$ cat src/rtl/dmem_port_arbiter_if.sv
// Bundle of both requester ports, the ip_ram port and the statistics outputs
// seen by dmem_port_arbiter (slave) and by whoever drives it (master).
interface dmem_port_arbiter_if #(
    parameter int AW = 14
);
    logic           rden_a;
    logic           wren_a;
    logic           lock_a;
    logic [AW-1:0]  addr_a;
    logic [31:0]    byteena_a;
    logic [255:0]   wdata_a;
    logic           stall_a;
    logic           rvalid_a;
    logic [255:0]   rdata_a;

    logic           req_b;
    logic           we_b;
    logic           lock_b;
    logic [AW-1:0]  addr_b;
    logic [31:0]    byteena_b;
    logic [255:0]   wdata_b;
    logic           gnt_b;
    logic           rvalid_b;
    logic [255:0]   rdata_b;

    logic           rden;
    logic           wren;
    logic [AW-1:0]  ip_address;
    logic [31:0]    byteena;
    logic [255:0]   writeData;
    logic [255:0]   readData;

    logic [31:0]    stat_conflicts;
    logic [15:0]    stat_b_forced;

    modport slave (
        input  rden_a, wren_a, lock_a, addr_a, byteena_a, wdata_a,
        input  req_b, we_b, lock_b, addr_b, byteena_b, wdata_b,
        input  readData,
        output stall_a, rvalid_a, rdata_a,
        output gnt_b, rvalid_b, rdata_b,
        output rden, wren, ip_address, byteena, writeData,
        output stat_conflicts, stat_b_forced
    );

    modport master (
        output rden_a, wren_a, lock_a, addr_a, byteena_a, wdata_a,
        output req_b, we_b, lock_b, addr_b, byteena_b, wdata_b,
        output readData,
        input  stall_a, rvalid_a, rdata_a,
        input  gnt_b, rvalid_b, rdata_b,
        input  rden, wren, ip_address, byteena, writeData,
        input  stat_conflicts, stat_b_forced
    );
endinterface

$ cat src/rtl/dmem_port_arbiter.sv
// Two-requester arbiter for the ip_ram data port: A-priority with B anti-starvation,
// lock ownership and read-return tagging. Define DMEM_ARB_STATS_EN for stat counters.
module dmem_port_arbiter #(
    parameter int RD_LAT   = 1,
    parameter int MAX_WAIT = 8,
    parameter int AW       = 14
) (
    input logic              clk,
    input logic              reset,
    dmem_port_arbiter_if.slave bus
);
    typedef enum logic [1:0] {IDLE, LOCK_A, LOCK_B} state_t;

    localparam logic [7:0] WMAX = 8'(MAX_WAIT);

    state_t        state, state_nx;
    logic [7:0]    wait_b, wait_nx;
    logic          req_a;
    logic          grant_a, grant_b;
    logic          use_a, use_b;
    logic          force_b;
    logic          rd_go, wr_go;
    logic [AW-1:0] addr_mux;
    logic [31:0]   be_mux;
    logic [255:0]  wd_mux;
    logic [RD_LAT-1:0] tag_v, tag_b;

    assign req_a = bus.rden_a | bus.wren_a;

    always_ff @(posedge clk) begin
        if (reset) begin
            state  <= IDLE;
            wait_b <= '0;
        end else begin
            state  <= state_nx;
            wait_b <= wait_nx;
        end
    end

    always_comb begin
        grant_a  = 1'b0;
        grant_b  = 1'b0;
        force_b  = 1'b0;
        state_nx = state;
        unique case (state)
            IDLE: begin
                if (req_a && bus.req_b) begin
                    force_b = (wait_b == WMAX);
                    grant_b = force_b;
                    grant_a = !force_b;
                end else begin
                    grant_a = req_a;
                    grant_b = bus.req_b;
                end
                if (grant_a && bus.lock_a)
                    state_nx = LOCK_A;
                else if (grant_b && bus.lock_b)
                    state_nx = LOCK_B;
            end
            LOCK_A: begin
                grant_a = 1'b1;
                if (!bus.lock_a)
                    state_nx = IDLE;
            end
            LOCK_B: begin
                grant_b = 1'b1;
                if (!bus.lock_b)
                    state_nx = IDLE;
            end
            default: state_nx = IDLE;
        endcase
    end

    assign use_a = grant_a & req_a;
    assign use_b = grant_b & bus.req_b;

    always_comb begin
        rd_go    = 1'b0;
        wr_go    = 1'b0;
        addr_mux = '0;
        be_mux   = '0;
        wd_mux   = '0;
        if (use_a) begin
            wr_go    = bus.wren_a;
            rd_go    = bus.rden_a & ~bus.wren_a;
            addr_mux = bus.addr_a;
            be_mux   = bus.byteena_a;
            wd_mux   = bus.wdata_a;
        end else if (use_b) begin
            wr_go    = bus.we_b;
            rd_go    = ~bus.we_b;
            addr_mux = bus.addr_b;
            be_mux   = bus.byteena_b;
            wd_mux   = bus.wdata_b;
        end
    end

    // A lock freezes the starvation count so the override never breaks it.
    always_comb begin
        wait_nx = wait_b;
        if (!bus.req_b || use_b)
            wait_nx = '0;
        else if (state != LOCK_A && wait_b != WMAX)
            wait_nx = wait_b + 8'd1;
    end

    always_ff @(posedge clk) begin
        if (reset) begin
            tag_v <= '0;
            tag_b <= '0;
        end else begin
            tag_v[0] <= rd_go;
            tag_b[0] <= use_b;
            for (int i = 1; i < RD_LAT; i++) begin
                tag_v[i] <= tag_v[i-1];
                tag_b[i] <= tag_b[i-1];
            end
        end
    end

    assign bus.stall_a    = req_a & ~grant_a;
    assign bus.gnt_b      = use_b;
    assign bus.rden       = rd_go;
    assign bus.wren       = wr_go;
    assign bus.ip_address = addr_mux;
    assign bus.byteena    = be_mux;
    assign bus.writeData  = wd_mux;
    assign bus.rvalid_a   = tag_v[RD_LAT-1] & ~tag_b[RD_LAT-1];
    assign bus.rvalid_b   = tag_v[RD_LAT-1] & tag_b[RD_LAT-1];
    assign bus.rdata_a    = bus.rvalid_a ? bus.readData : '0;
    assign bus.rdata_b    = bus.rvalid_b ? bus.readData : '0;

`ifdef DMEM_ARB_STATS_EN
    logic [31:0] conf_q;
    logic [15:0] forced_q;

    always_ff @(posedge clk) begin
        if (reset) begin
            conf_q   <= '0;
            forced_q <= '0;
        end else begin
            if (req_a && bus.req_b)
                conf_q <= conf_q + 32'd1;
            if (force_b && forced_q != 16'hFFFF)
                forced_q <= forced_q + 16'd1;
        end
    end

    assign bus.stat_conflicts = conf_q;
    assign bus.stat_b_forced  = forced_q;
`else
    assign bus.stat_conflicts = '0;
    assign bus.stat_b_forced  = '0;
`endif
endmodule

$ cat src/flat_wrapper.sv
// flat-port wrapper written by rule: the top's interface ports become plain ports
module dmem_port_arbiter_flat 
#(
    parameter int RD_LAT   = 1,
    parameter int MAX_WAIT = 8,
    parameter int AW       = 14
)
  (clk, reset, bus_rden_a, bus_wren_a, bus_lock_a, bus_addr_a, bus_byteena_a, bus_wdata_a, bus_req_b, bus_we_b, bus_lock_b, bus_addr_b, bus_byteena_b, bus_wdata_b, bus_readData, bus_stall_a, bus_rvalid_a, bus_rdata_a, bus_gnt_b, bus_rvalid_b, bus_rdata_b, bus_rden, bus_wren, bus_ip_address, bus_byteena, bus_writeData, bus_stat_conflicts, bus_stat_b_forced);
  dmem_port_arbiter_if #(.AW(AW)) bus_i ();
  input logic clk;
  input logic reset;
  input wire logic [$bits(bus_i.rden_a)-1:0] bus_rden_a;
  input wire logic [$bits(bus_i.wren_a)-1:0] bus_wren_a;
  input wire logic [$bits(bus_i.lock_a)-1:0] bus_lock_a;
  input wire logic [$bits(bus_i.addr_a)-1:0] bus_addr_a;
  input wire logic [$bits(bus_i.byteena_a)-1:0] bus_byteena_a;
  input wire logic [$bits(bus_i.wdata_a)-1:0] bus_wdata_a;
  input wire logic [$bits(bus_i.req_b)-1:0] bus_req_b;
  input wire logic [$bits(bus_i.we_b)-1:0] bus_we_b;
  input wire logic [$bits(bus_i.lock_b)-1:0] bus_lock_b;
  input wire logic [$bits(bus_i.addr_b)-1:0] bus_addr_b;
  input wire logic [$bits(bus_i.byteena_b)-1:0] bus_byteena_b;
  input wire logic [$bits(bus_i.wdata_b)-1:0] bus_wdata_b;
  input wire logic [$bits(bus_i.readData)-1:0] bus_readData;
  output wire logic [$bits(bus_i.stall_a)-1:0] bus_stall_a;
  output wire logic [$bits(bus_i.rvalid_a)-1:0] bus_rvalid_a;
  output wire logic [$bits(bus_i.rdata_a)-1:0] bus_rdata_a;
  output wire logic [$bits(bus_i.gnt_b)-1:0] bus_gnt_b;
  output wire logic [$bits(bus_i.rvalid_b)-1:0] bus_rvalid_b;
  output wire logic [$bits(bus_i.rdata_b)-1:0] bus_rdata_b;
  output wire logic [$bits(bus_i.rden)-1:0] bus_rden;
  output wire logic [$bits(bus_i.wren)-1:0] bus_wren;
  output wire logic [$bits(bus_i.ip_address)-1:0] bus_ip_address;
  output wire logic [$bits(bus_i.byteena)-1:0] bus_byteena;
  output wire logic [$bits(bus_i.writeData)-1:0] bus_writeData;
  output wire logic [$bits(bus_i.stat_conflicts)-1:0] bus_stat_conflicts;
  output wire logic [$bits(bus_i.stat_b_forced)-1:0] bus_stat_b_forced;
  assign bus_i.rden_a = bus_rden_a;
  assign bus_i.wren_a = bus_wren_a;
  assign bus_i.lock_a = bus_lock_a;
  assign bus_i.addr_a = bus_addr_a;
  assign bus_i.byteena_a = bus_byteena_a;
  assign bus_i.wdata_a = bus_wdata_a;
  assign bus_i.req_b = bus_req_b;
  assign bus_i.we_b = bus_we_b;
  assign bus_i.lock_b = bus_lock_b;
  assign bus_i.addr_b = bus_addr_b;
  assign bus_i.byteena_b = bus_byteena_b;
  assign bus_i.wdata_b = bus_wdata_b;
  assign bus_i.readData = bus_readData;
  assign bus_stall_a = bus_i.stall_a;
  assign bus_rvalid_a = bus_i.rvalid_a;
  assign bus_rdata_a = bus_i.rdata_a;
  assign bus_gnt_b = bus_i.gnt_b;
  assign bus_rvalid_b = bus_i.rvalid_b;
  assign bus_rdata_b = bus_i.rdata_b;
  assign bus_rden = bus_i.rden;
  assign bus_wren = bus_i.wren;
  assign bus_ip_address = bus_i.ip_address;
  assign bus_byteena = bus_i.byteena;
  assign bus_writeData = bus_i.writeData;
  assign bus_stat_conflicts = bus_i.stat_conflicts;
  assign bus_stat_b_forced = bus_i.stat_b_forced;
  dmem_port_arbiter #(.RD_LAT(RD_LAT), .MAX_WAIT(MAX_WAIT), .AW(AW)) u_core (.clk(clk), .reset(reset), .bus(bus_i));
endmodule
$ cat config.mk
export PLATFORM = sky130hd
export DESIGN_NAME = dmem_port_arbiter_flat
export DESIGN_NICKNAME = d
export VERILOG_FILES = /design/src/rtl/dmem_port_arbiter_if.sv /design/src/rtl/dmem_port_arbiter.sv /design/src/flat_wrapper.sv
export SDC_FILE = /design/constraint.sdc
export NUM_CORES = 1
export LEC_CHECK = 0
export BUFFER_PORTS_ARGS = -buffer_cell sky130_fd_sc_hd__buf_4
export CAP_MARGIN = 20
export CELL_PAD_IN_SITES_DETAIL_PLACEMENT = 0
export CELL_PAD_IN_SITES_GLOBAL_PLACEMENT = 1
export CORE_AREA = 2 2 673 675
export CTS_CLUSTER_DIAMETER = 60
export DETAILED_ROUTE_END_ITERATION = 16
export DIE_AREA = 0 0 675 677
export GPL_TIMING_DRIVEN = 0
export PLACE_DENSITY = 0.3
export SLEW_MARGIN = 20
export SYNTH_ARGS = -nofsm -noshare
export SYNTH_HDL_FRONTEND = slang
export SYNTH_SLANG_ARGS = --single-unit
$ cat constraint.sdc
create_clock -name clk -period 3.1 [get_ports clk]
set_input_delay 0.62 -clock clk [delete_from_list [all_inputs] [get_ports clk]]
set_output_delay 0.62 -clock clk [all_outputs]
set_load 0.02 [all_outputs]
== After elaboration in Yosys (flattened, before gate mapping) ==
Index checks and enable logic that the tools add are counted.

* Bits in registers: 12
* Output and inout bits: 868
* Word-level logic and storage cells: 57
* Input port bits: 868

* Mux-type cells: 23
* Add/subtract/negate cells: 1
* Equality and inequality tests: 8
* Bitwise gates (word level): 11
* Reductions and logical operators: 10

{| class="wikitable"
|+ Operator list
! operator !! count
|-
| $mux W256 || 4
|-
| $mux W32 || 2
|-
| $mux W14 || 2
|-
| $add A8 B1 Y8 const B || 1
|-
| $eq A8 B4 Y1 const B || 1
|-
| $mux W1 || 8
|-
| $mux W2 || 4
|-
| $ne A8 B4 Y1 const B || 1
|-
| $and A1 B1 Y1 || 6
|-
| $pmux W2 S3 || 1
|-
| $logic_and A1 B1 Y1 || 4
|-
| $ne A2 B2 Y1 const B || 2
|-
| $not A1 Y1 || 4
|-
| $pmux W1 S2 || 2
|-
| $ne A3 B1 Y1 const B || 1
|-
| $reduce_and A3 Y1 || 1
|-
| $eq A2 B1 Y1 const B || 1
|-
| $eq A2 B2 Y1 const B || 1
|-
| $logic_not A1 Y1 || 2
|-
| $logic_not A2 Y1 || 1
|-
| $ne A2 B1 Y1 const B || 1
|-
| $reduce_or A2 Y1 || 1
|-
| $logic_or A1 B1 Y1 || 1
|-
| $or A1 B1 Y1 || 1
|}

== Logic depth before layout (Yosys ltp) ==
* Word-level depth: 8
* Gate-level depth with buffers: 8
* Mapped depth without buffers: 6

== Least setup slack after synthesis ==
No wires, ideal clock.

* Path kind: flip-flop to output port
* Start point: register u_core.wait_b[0]
* End point: output port bus_byteena[0]
* Setup slack: 0.764 ns
* Buffers on the path: 1
* Data required time: 2.480 ns
* Stages on the path, launching flop included: 8
* Data arrival time: 1.716 ns
* Cells stage by stage: dfxtp_1 -> inv_1 -> ha_1 -> nor4b_4 -> and2_4 -> a21oi_2 -> clkbuf_1 -> a22o_1

* Word-level cells in the longest chain between the ends: 7
* Elaborated cells between the ends (all ways): 12
* Those cells by class: 1 x eq/ne; 8 x mux; 2 x bitwise; 1 x reduce/logical

{| class="wikitable"
|+ RTL lines
! item !! RTL line !! source
|-
| start, declared || dmem_port_arbiter.sv:17 || <nowiki>logic [7:0] wait_b, wait_nx;</nowiki>
|-
| start signal, assigned || dmem_port_arbiter.sv:36 || <nowiki>wait_b <= wait_nx;</nowiki>
|-
| $eq A8 B4 Y1 * || dmem_port_arbiter.sv:48 || <nowiki>force_b = (wait_b == WMAX);</nowiki>
|-
| $mux W1 / $logic_not A1 Y1 (equally long branches) || dmem_port_arbiter.sv:47, dmem_port_arbiter.sv:50 ||
|-
| $mux W1, on equally long branches || dmem_port_arbiter.sv:45, dmem_port_arbiter.sv:47 ||
|-
| $pmux W1 S2 / $mux W1 (equally long branches) || dmem_port_arbiter.sv:45 || <nowiki>unique case (state)</nowiki>
|-
| $and A1 B1 Y1 / $pmux W1 S2 (equally long branches) || dmem_port_arbiter.sv:75, dmem_port_arbiter.sv:45 ||
|-
| $mux W32 / $and A1 B1 Y1 (equally long branches) || dmem_port_arbiter.sv:89, dmem_port_arbiter.sv:74 ||
|-
| $mux W32 * || dmem_port_arbiter.sv:83 || <nowiki>if (use_a) begin</nowiki>
|-
| end, declared || flat_wrapper.sv:34 || <nowiki>output wire logic [$bits(bus_i.byteena)-1:0] bus_byteena;</nowiki>
|}

Every way passes the cells marked *; elsewhere a longest branch is shown, timed or not. The select of a mux whose other input is x is not followed.

== Worst setup path after layout ==
* Start point: register u_core.wait_b[1]
* End point: output port bus_writeData[125]

* Word-level cells in the longest chain between the ends: 7
* Elaborated cells between the ends (all ways): 12
* Those cells by class: 1 x eq/ne; 8 x mux; 2 x bitwise; 1 x reduce/logical

{| class="wikitable"
|+ RTL lines
! item !! RTL line !! source
|-
| $eq A8 B4 Y1 * || dmem_port_arbiter.sv:48 ||
|-
| $mux W1 / $logic_not A1 Y1 (equally long branches) || dmem_port_arbiter.sv:47, dmem_port_arbiter.sv:50 ||
|-
| $mux W1, on equally long branches || dmem_port_arbiter.sv:45, dmem_port_arbiter.sv:47 ||
|-
| $pmux W1 S2 / $mux W1 (equally long branches) || dmem_port_arbiter.sv:45 ||
|-
| $and A1 B1 Y1 / $pmux W1 S2 (equally long branches) || dmem_port_arbiter.sv:75, dmem_port_arbiter.sv:45 ||
|-
| $mux W256 / $and A1 B1 Y1 (equally long branches) || dmem_port_arbiter.sv:89, dmem_port_arbiter.sv:74 ||
|-
| $mux W256 * || dmem_port_arbiter.sv:83 ||
|-
| end, declared || flat_wrapper.sv:35 || <nowiki>output wire logic [$bits(bus_i.writeData)-1:0] bus_writeData;</nowiki>
|}

Marked as above.

==> run metrics <==
total CTS buffers=3; kind of critical path=flop to primary output; clk root buf=clkbuf_16; post-synthesis cell area=7920 sq um; HP Class=flop to flop; Startpoint Class=flop; measured slew at the worst slew-check pin=0.721 ns; CTS tree=done; die area=457,000 sq um; first-pass GRT wire length=314,000 microns; Routed Wire Length=276,000 microns; clock sink total=12; vias per cell=2.05; FF+latch count, synth=12; register area share after synthesis=3.04%; Max Clock Skew=0.00171 ns; commonest cells in the netlist=303 x a22o_1, 257 x and2_1, 257 x and3_1; fin. max-slew vios=0; status=finished, final reports clean; Async SR Flop Fraction=0%; Final Setup Violations=0; initial antenna violation count=259; DRC Markers=0; Clock Path Buffers=2; Antenna Violating Nets Remaining=0; DP HPWL=261,000 microns; chip width=675 microns; clock latency on the worst-skew pair=0.25 ns; placed cells=8,812; row count=247; Layout Nets=3,735; Ports=1,736; Register-to-Register Setup Slack=1.33 ns; largest net degree at the start of global routing=20; Arr. time, crit path=2.42 ns; Max Fclk=329 MHz; VDD IR max=0.119 mV; Starting Density=1.76%; Max-slew headroom=51.9%; WHS Path Cells=2; RR Startpoint=u_core.wait_b[1]$_SDFFE_PP0P_; Worst Path Required=2.48 ns; share of layout cells above drive strength 1=66.7%; all-layer global routing usage=11.5%; I/O Buffers=1,687; number of max-cap violations=0; number of synthesis warnings=0; max incr delay on CP=0.32 ns; Clock Pin Slew Worst Setup and Hold Paths=0.05 ns; Power Dens Cells=167 nW/um^2; routed vias=18.4k; fin crit share=98.0%; top post-synthesis cells by area=a22o_1 34%, and2_1 20%, and3_1 20%; most common cell in the netlist=a22o_1; top-area cell type share of the netlist area=33.5%; r2r worst-path depth=6; DRT Pass-1 Iters=5; area leader, netlist=a22o_1; Layout area overhead=277%; LEAKAGE=14.0 nW; Critical R2R Capture=u_core.wait_b[0]$_SDFFE_PP0P_; CTS H-tree lvls=1; RSZ-0062 raised after global routing=true; vias in the first global route=17.5k; fin crit period=3.04 ns; HP Start=u_core.wait_b[2]$_SDFFE_PP0P_; routability cong.=0.961; WL/cell=30.9 microns; number of synthesized flops with an enable pin=0; gr ovfl total=0; iteration-0 DRC count of the detailed router=1,195; Core Footprint=451,000 sq um; WHS Endpoint=u_core.wait_b[2]$_SDFFE_PP0P_; crit path cell chain=inv_2, ha_4, nor4b_4, a21oi_2, nor2_4, buf_4, buf_8, buf_8, a22o_2, buf_4; final cell count without fillers=8,940; syn avg cell area=7.23 sq um; Synth cell types=36; cell at the slowest stage of the critical path=dfxtp_2; CP Capture Type=primary output; maximum fanout along the worst path=10; number of hold violations in the final report=0; Pwr Total=4.98 mW; die height=677 microns; top_reg_cell synth=dfxtp_1; Mapped Cells=1,095
-- worst max-delay path by stage --
stage | startpoint | end | slack, ns | cells after the start
4_1_cts | u_core.wait_b[1]$_SDFFE_PP0P_ | bus_writeData[224] | -0.05 | 13
3_3_place_gp | u_core.tag_v$_SDFF_PP0_ | bus_rdata_a[215] | -3.85 | 5
5_1_grt | u_core.wait_b[0]$_SDFFE_PP0P_ | bus_writeData[14] | -0.003 | 10
3_5_place_dp | u_core.tag_v$_SDFF_PP0_ | bus_rdata_a[97] | -1.34 | 5
6_report | u_core.wait_b[1]$_SDFFE_PP0P_ | bus_writeData[125] | 0.06 | 10
2_1_floorplan | u_core.wait_b[0]$_SDFFE_PP0P_ | bus_byteena[0] | 0.76 | 7
-- timing repair --
item	4_1_cts	5_1_grt
buffers inserted	26	1
endpoints found under the setup margin	786	106
cloned	5	0
hold buffers	0	0
hold endpoints to repair	0	0
pin swaps	7	5
gates resized for setup	170	33
-- cells by family (layout without fill, tap and decap cells) --
group	count (synthesis)	in the layout	synth area share, %
fa+ha+maj	2	2	0.316
buf+inv	203	1925	17.6
simple gates	554	554	43.6
xor+xnor	6	6	0.664
other cells	1	148	0.0474
flops	12	12	3.04
compound gates	317	317	34.7
-- per-stage QoR --
step                setup TNS (ns)  setup slack, ns  instance area [sq um]  util, %  hold WS, ns
finish                           0           0.0628                  29800     6.62        0.573
global route              -0.00540         -0.00295                  29600     6.58        0.583
CTS                         -0.698          -0.0476                  29500     6.55        0.574
detailed placement         -185.12            -1.34                  28400     6.31        0.530
global placement          -1064.05            -3.85                  28200     6.27        0.532
floorplan                        0            0.764                   8090        -        0.483
-- worst max-delay path, delay by kind of cell, from the launching register on --
family / cells / cell delay, ns
compound gates: 2 / 0.43
fa+ha+maj: 1 / 0.12
buf+inv: 5 / 0.77
flops: 1 / 0.32
simple gates: 2 / 0.48
-- report_power, final --
| part | switching, mW | internal [mW] |
|---|---|---|
| sequential | 0.00752 | 0.158 |
| clock | 0.0705 | 0.195 |
| combinational | 2.63 | 1.92 |
| total | 2.70 | 2.28 |
-- area by class of cell --
| class | count | area [sq um] |
|---|---|---|
| fillers | 53500 | 421000 |
| multi-input cells | 927 | 6670 |
| diodes | 100 | 250 |
| clock buffers | 4 | 88.8 |
| flip-flops and latches | 12 | 250 |
| repair buffers | 1723 | 13500 |
| inverters | 4 | 15.0 |
| well taps | 5976 | 7480 |
| plain buffers | 194 | 1570 |
-- registers in the layout, indices dropped and copies added, names as in the netlist --
name	flops
u_core.tag_b	1
u_core.state	2
u_core.tag_v	1
u_core.wait_b	8
-- cell usage in the layout (no fill, tap or decap), drive strengths merged --
master / netlist / final
buf: 112 / 1834
a22o: 303 / 303
and2: 258 / 258
and3: 257 / 257
diode: 0 / 100
clkbuf: 87 / 87
conb: 1 / 48
dfxtp: 12 / 12
nor2: 11 / 11
nand2: 6 / 6
a21oi: 6 / 6
nor3: 4 / 4
xnor2: 4 / 4
nor2b: 4 / 4
inv: 4 / 4
nand2b: 3 / 3
nand4: 3 / 3
a31oi: 2 / 2
or3: 2 / 2
xor2: 2 / 2
nand3: 2 / 2
o21ai: 2 / 2
ha: 2 / 2
nor4b: 1 / 1
nor3b: 1 / 1
o21bai: 1 / 1
nand3b: 1 / 1
nor4: 1 / 1
o2111ai: 1 / 1
a221o: 1 / 1
a221oi: 1 / 1
-- metal layers --
layer,wire (microns),part of all wire [%],GRT usage [%]
met5,1110,0.40,0
met4,8600,3.1,2.77
met3,36200,13,6.68
met2,142000,51,21.3
met1,88100,32,10.7
No activity file was read; power rests on OpenSTA's default activity.
